## config.mk

```make
export PLATFORM = sky130hd
export DESIGN_NAME = constraint_sat_tally
export DESIGN_NICKNAME = d
export VERILOG_FILES = /design/src/rtl/constraint_sat_tally.sv
export SDC_FILE = /design/constraint.sdc
export NUM_CORES = 1
export LEC_CHECK = 0
export ABC_CLOCK_PERIOD_IN_PS = 3050
export BUFFER_PORTS_ARGS = -buffer_cell sky130_fd_sc_hd__buf_2
export CAP_MARGIN = 10
export CORE_MARGIN = 2
export CORE_UTILIZATION = 56
export DETAILED_ROUTE_END_ITERATION = 8
export GPL_TIMING_DRIVEN = 0
export PLACE_DENSITY = 0.8
export RECOVER_POWER = 50
export SLEW_MARGIN = 10
export SYNTH_ARGS = -nofsm -noshare
export SYNTH_HDL_FRONTEND = slang
export SYNTH_SLANG_ARGS = --single-unit
```

## constraint.sdc

```tcl
create_clock -name clk -period 3.05 [get_ports clk]
set_input_delay 0.1525 -clock clk [delete_from_list [all_inputs] [get_ports clk]]
set_output_delay 0.1525 -clock clk [all_outputs]
set_load 0.005 [all_outputs]
```

## src/rtl/constraint_sat_tally.sv

```systemverilog
// Tallies constraint-bank results over a run of candidates: satisfying count,
// first satisfying index and a done pulse. Optional per-constraint failure
// histogram on fail_cnt when TALLY_FAIL_HIST_EN is defined.
module constraint_sat_tally #(
  parameter int unsigned N_CONS = 8,
  parameter int unsigned CNT_W  = 16
) (
  input  logic                    clk,
  input  logic                    rst,
  input  logic                    start,
  input  logic [CNT_W-1:0]        num_cand,
  input  logic [N_CONS-1:0]       cons_mask,
  input  logic                    in_valid,
  output logic                    in_ready,
  input  logic [N_CONS-1:0]       in_cons,
  output logic                    busy,
  output logic                    done,
  output logic [CNT_W-1:0]        sat_cnt,
  output logic                    first_found,
  output logic [CNT_W-1:0]        first_idx
`ifdef TALLY_FAIL_HIST_EN
  ,
  output logic [N_CONS*CNT_W-1:0] fail_cnt
`endif
);

  typedef enum logic [1:0] {S_IDLE, S_RUN, S_DONE} state_e;

  localparam logic [CNT_W-1:0] ONE = CNT_W'(1);

  state_e            state_q, state_d;
  logic [CNT_W-1:0]  num_q, num_d;
  logic [CNT_W-1:0]  idx_q, idx_d;
  logic [CNT_W-1:0]  sat_q, sat_d;
  logic [CNT_W-1:0]  first_idx_q, first_idx_d;
  logic              found_q, found_d;
  logic [N_CONS-1:0] mask_q, mask_d;
  logic              accept;
  logic              cand_sat;

  // Masked-off constraints read as satisfied, so an all-zero mask passes everything.
  assign accept   = in_valid && (state_q == S_RUN);
  assign cand_sat = &(in_cons | ~mask_q);

  assign in_ready    = (state_q == S_RUN);
  assign busy        = (state_q == S_RUN);
  assign done        = (state_q == S_DONE);
  assign sat_cnt     = sat_q;
  assign first_found = found_q;
  assign first_idx   = first_idx_q;

  always_comb begin
    state_d     = state_q;
    num_d       = num_q;
    idx_d       = idx_q;
    sat_d       = sat_q;
    first_idx_d = first_idx_q;
    found_d     = found_q;
    mask_d      = mask_q;
    case (state_q)
      S_IDLE: begin
        if (start) begin
          sat_d       = '0;
          first_idx_d = '0;
          found_d     = 1'b0;
          idx_d       = '0;
          num_d       = num_cand;
          mask_d      = cons_mask;
          state_d     = (num_cand == '0) ? S_DONE : S_RUN;
        end
      end
      S_RUN: begin
        if (accept) begin
          if (cand_sat) begin
            if (sat_q != '1) sat_d = sat_q + ONE;
            if (!found_q) begin
              first_idx_d = idx_q;
              found_d     = 1'b1;
            end
          end
          if (idx_q == num_q - ONE) state_d = S_DONE;
          else                      idx_d   = idx_q + ONE;
        end
      end
      S_DONE:  state_d = S_IDLE;
      default: state_d = S_IDLE;
    endcase
  end

  always_ff @(posedge clk or posedge rst) begin
    if (rst) begin
      state_q     <= S_IDLE;
      num_q       <= '0;
      idx_q       <= '0;
      sat_q       <= '0;
      first_idx_q <= '0;
      found_q     <= 1'b0;
      mask_q      <= '0;
    end else begin
      state_q     <= state_d;
      num_q       <= num_d;
      idx_q       <= idx_d;
      sat_q       <= sat_d;
      first_idx_q <= first_idx_d;
      found_q     <= found_d;
      mask_q      <= mask_d;
    end
  end

`ifdef TALLY_FAIL_HIST_EN
  logic [CNT_W-1:0] fail_q [N_CONS];
  logic [CNT_W-1:0] fail_d [N_CONS];

  always_comb begin
    for (int unsigned k = 0; k < N_CONS; k++) begin
      fail_d[k] = fail_q[k];
      if (state_q == S_IDLE && start) begin
        fail_d[k] = '0;
      end else if (accept && mask_q[k] && !in_cons[k] && fail_q[k] != '1) begin
        fail_d[k] = fail_q[k] + ONE;
      end
    end
  end

  always_ff @(posedge clk or posedge rst) begin
    if (rst) begin
      for (int unsigned k = 0; k < N_CONS; k++) fail_q[k] <= '0;
    end else begin
      for (int unsigned k = 0; k < N_CONS; k++) fail_q[k] <= fail_d[k];
    end
  end

  always_comb begin
    fail_cnt = '0;
    for (int unsigned k = 0; k < N_CONS; k++) fail_cnt[k*CNT_W +: CNT_W] = fail_q[k];
  end
`endif

endmodule

```

# Word-level counts from Yosys, hierarchy flattened
# Cells that the tools add are included.
dict set report word_totals {
  register_bits 75
  inputBits 36
  output_inout_bits 36
}
dict set report op_classes {
  add_sub_neg 3
  n_eq_ne 11
  mux 21
  bitwise 2
  n_reduce_logical 11
}
# cell n
set ops {}
lappend ops {{$mux 16} 9}
lappend ops {{$pmux 16 s2} 3}
lappend ops {{$add 16x1->16 const B} 2}
lappend ops {{$eq 16x16->1} 1}
lappend ops {{$logic_not 16->1} 1}
lappend ops {{$ne 16x16->1 const B} 1}
lappend ops {{$sub 16x1->16 const B} 1}
lappend ops {{$reduce_and 5->1} 2}
lappend ops {{$mux 2} 4}
lappend ops {{$ne 2x1->1 const B} 4}
lappend ops {{$not 8->8} 1}
lappend ops {{$or 8x8->8} 1}
lappend ops {{$reduce_and 4->1} 2}
lappend ops {{$reduce_and 8->1} 1}
lappend ops {{$ne 2x2->1 const B} 3}
lappend ops {{$pmux 2 s2} 1}
lappend ops {{$mux 1} 3}
lappend ops {{$reduce_and 3->1} 1}
lappend ops {{$eq 2x1->1 const B} 1}
lappend ops {{$eq 2x2->1 const B} 1}
lappend ops {{$logic_not 2->1} 1}
lappend ops {{$pmux 1 s2} 1}
lappend ops {{$reduce_and 2->1} 1}
lappend ops {{$reduce_bool 2->1} 1}
lappend ops {{$logic_and 1x1->1} 1}

# Depth between registers and ports, before layout
dict set report depth {
  depth_word 6
  ltp_mapped 11
  ltp_nobuf 9
}

# Least setup slack after synthesis
# No wires, ideal clock.
dict set report synth_timing {
  path_kind {flip-flop to flip-flop}
  startpoint {register num_q[0]}
  endpoint {register idx_q[8]}
  arrival_ps 2652
  required_time_ps 2972
  slack_ps 320
  stages_incl_launch_ff 11
  path_buffers 1
  synth_period_minus_slack_ps 2730
  path_cell_list {dfrtp_1 inv_1 ha_1 or3b_1 nor4_2 or4_1 o2111a_1 a2111oi_4 buf_4 or4_1 a21oi_1}
}
dict set report synth_via {
  elab_chain_len 4
}
# element line_no
set synth_rtl {}
lappend synth_rtl {{start: declaration} 32} ;# logic [CNT_W-1:0] num_q, num_d;
lappend synth_rtl {{start signal: assignment} 101} ;# num_q <= num_d;
lappend synth_rtl {{$sub 16x1->16} 81} ;# if (idx_q == num_q - ONE) state_d = S_DONE;
lappend synth_rtl {{$eq 16x16->1} 81}
lappend synth_rtl {{$ne 2x2->1 (no line)} --}
lappend synth_rtl {{$reduce_and 4->1 (no line)} --}
lappend synth_rtl {{end signal: assignment} 102} ;# idx_q <= idx_d;
lappend synth_rtl {{end: declaration} 33} ;# logic [CNT_W-1:0] idx_q, idx_d;
# Every way passes these cells.
# A chain may end at the register's enable or synchronous reset.

# Worst setup path in the final report
dict set report layout_timing {
  startpoint {register num_q[0]}
  endpoint {register idx_q[3]}
}
# Same word-level chain as after synthesis.

==> metrics.yaml <==
floorplanning:
  ioPinCount: 72
  die_w_um: 89.0
  die_y_um: 89.0
  core_sq_mm: 0.00714
  initial_core_util_pct: 56.7
  design.die.area_sq_mm: 0.00793
  rows: 31
worst_setup_path:
  crit_path_max_fanout: 7
  critPathKind: "reg -> reg"
  worstSetupStartpoint: "num_q[0]$_DFFE_PP0P_"
  timing.rr.start: "num_q[0]$_DFFE_PP0P_"
  start_kind: "flip-flop"
  crit_arrival_ns: 3.31
  cp.required_ns: 3.34
  cp-end-kind: "flip-flop"
cells_and_area:
  final_common_cell: "nand2_1"
  fillers: 574
  mostFrequentLayoutCells: "86 x nand2_1, 72 x dfrtp_1, 64 x buf_2"
  n_antenna_cell: 0
  synthToLayoutAreaGrowth_pct: 22.6
  drive_above_1_share_pct: 20.9
  nets: 579
  fin_cells: 644
timing:
  max_slew_margin_pct: -7.16
  min_period_over_period_pct: 98.9
  tightestPinTransition_ns: 1.61
  setup_ws_ns: 0.0327
  post-route-min-period_ns: 3.02
  hold_viol: 0
  slew_violations: 67
  grt_setup_unrepaired: "true"
  setup_viol: 0
  skew_ns: 0.0140
  fmax_mhz: 331
clocking:
  cts_buffer_depth: 2
  path_clk_slew_ns: 0.08
  insertion_delay_ns: 0.36
  cts_tree: "done"
  cts_root_buffer: "clkbuf_8"
  htreeDepth: 3
  numCtsBuffers: 9
  cts_sinks: 75
grt:
  grt_pass1_vias: 3572
  grt_start_max_net_pins: 67
  antenna_found_initial: 0
  grt_overflow_total: 0
  grt_pass1_wl_um: 16900
  grt_usage_pct: 27.9
drt:
  drt_wl_total_um: 10700
  ant_nets: 0
  vias: 3854
  firstDrtPassIters: 6
  vias_per_cell: 5.98
  avgRoutedWirePerCell_um: 16.6
  drt_iter0_markers: 370
  drc_errors: 0
place:
  io_buffers: 71
  dpl.cell_count: 613
  pre_cts_slack_ns: -0.206
  finalWeightedCongestion: 0.912
  dpl.hpwl_um: 7440
yosys:
  yosysTopAreaCell: "dfrtp_1"
  yosysTopAreaCellShare_pct: 46.3
  yosys-top-cells-area: "dfrtp_1 46%, nand2_1 8.0%, a22o_1 3.5%, xnor2_1 2.8%, xor2_1 2.8%"
  syn_avg_cell_area_sq_um: 9.16
  synth_flop_cell: "dfrtp_1"
  netlist_area_sq_mm: 0.00405
  syn_nets: 481
  ys_ff_latch: 75
  ys_types: 54
  synth-async-reset-ratio_pct: 100
  yosysWarnings: 0
  synth_cells: 442
  synth_enable_flop_cells: 0
  ys_seq_area_share_pct: 46.3
worst_hold_path:
  hold_path_class: "in -> reg"
  worstHoldStart: "cons_mask[6]"
pwr:
  peakVddDrop_uv: 513
  p_leak_nw: 2.32
  power.total_w: 0.00394
  power.density_mw_per_mm2: 794
outcome:
  violations: "max-capacitance violations, max-slew violations"
  outcome: "finished with violations"
job:
  cap_violations: 1
cells by family (layout without fill, tap and decap cells):
family | count (synthesis) | in the layout | synth area share, %
xor gates and xnor gates | 26 | 26 | 5.62
buffers and inverters | 34 | 137 | 3.99
DFF | 75 | 75 | 46.3
muxes | 2 | 2 | 0.494
AOI/OAI and AO/OA | 82 | 82 | 14.7
and+or+nand+nor | 220 | 220 | 28.0
adders and majority gates | 3 | 3 | 0.927
final cells by class:
cell class	instances	area, sq um	area share (%)
plain buffers	22	126	2.54
well taps	99	124	2.49
clock buffers	10	128	2.57
inverters	12	46.3	0.932
flip-flops and latches	75	1880	37.9
repair buffers	87	500	10.1
clock inverters	6	63.8	1.28
multi-input cells	333	2100	42.2
synthesized netlist by cell type (all sizes together) (4+ instances only):
library cell and count:
or4 17, a22o 16, o21ai 21, o211ai 6
nand4 14, nor2 25, nand2 86, nor2b 6
xor2 13, nand3 16, o31ai 7, nor3 11
or3 7, inv 12, clkbuf 16, nand2b 5
xnor2 13, nor4 10, dfrtp 75, a21oi 13
o21a 4, buf 6, and3 12
worst max-delay path, stage by stage (launching register included):
cell	delay, ns
dfrtp_1	0.42
or4_4	0.54
buf_6	0.15
or4_4	0.49
o21ai_4	0.22
nand4_4	0.14
a2111oi_4	0.47
buf_6	0.21
buf_12	0.12
o211ai_1	0.09
nand2_1	0.10
registers in the layout, indices dropped and copies added, names as in the netlist:
signal,cells
state_q,2
num_q,16
mask_q,8
sat_cnt,16
idx_q,16
first_idx,16
first_found,1
where the power goes:
group,total [W],internal (W),leakage (nW),switching (W)
combinational,0.00162,0.000650,1.23,0.000975
clock,0.000770,0.000378,0.0927,0.000392
sequential,0.00155,0.00124,0.993,0.000310
repair_timing:
| item | 4_1_cts | 5_1_grt |
|---|---|---|
| pin swaps | 1 | 8 |
| resized for setup | 5 | 18 |
| endpoints found under the setup margin | 6 | 64 |
| hold buffers | 8 | 0 |
| cloned | 1 | 1 |
| endpoints found under the hold margin | 62 | 0 |
| setup buffers | 0 | 5 |
through the flow:
step	setup TNS, ns	instance area [sq um]	hold WS (ns)	utilization, %
6_report	0	4970	0.000975	69.6
5_1_grt	-0.506	4970	0.0141	69.6
4_1_cts	0	4860	0.000473	68.1
3_5_place_dp	-0.339	4560	0.0743	63.9
3_3_place_gp	-0.0826	4530	0.345	63.5
2_1_floorplan	0	4050	0.258	-
metal layers:
| layer | global-route usage (%) | share of wire [%] | routed length (um) | vias to the layer above |
|---|---|---|---|---|
| li1 | - | - | - | 1799 |
| met1 | 38.1 | 45 | 4790 | 1871 |
| met2 | 44.1 | 48 | 5110 | 164 |
| met3 | 5.26 | 5.6 | 596 | 20 |
| met4 | 11.1 | 1.7 | 177 | 0 |
| met5 | 0 | 0 | 0 | - |
worst paths after layout:
kind	slack, ns	end	depth (start not counted)
min	0.001	mask_q[6]$_DFFE_PP0P_	3
min reg2reg	0.49	mask_q[1]$_DFFE_PP0P_	2
max reg2reg	0.03	idx_q[3]$_DFFE_PP0P_	10
max in group asynchronous	0.71	num_q[7]$_DFFE_PP0P_	4
min in group asynchronous	0.34	mask_q[6]$_DFFE_PP0P_	3
max	0.03	idx_q[3]$_DFFE_PP0P_	10
Power figures use the tool's default switching activity.
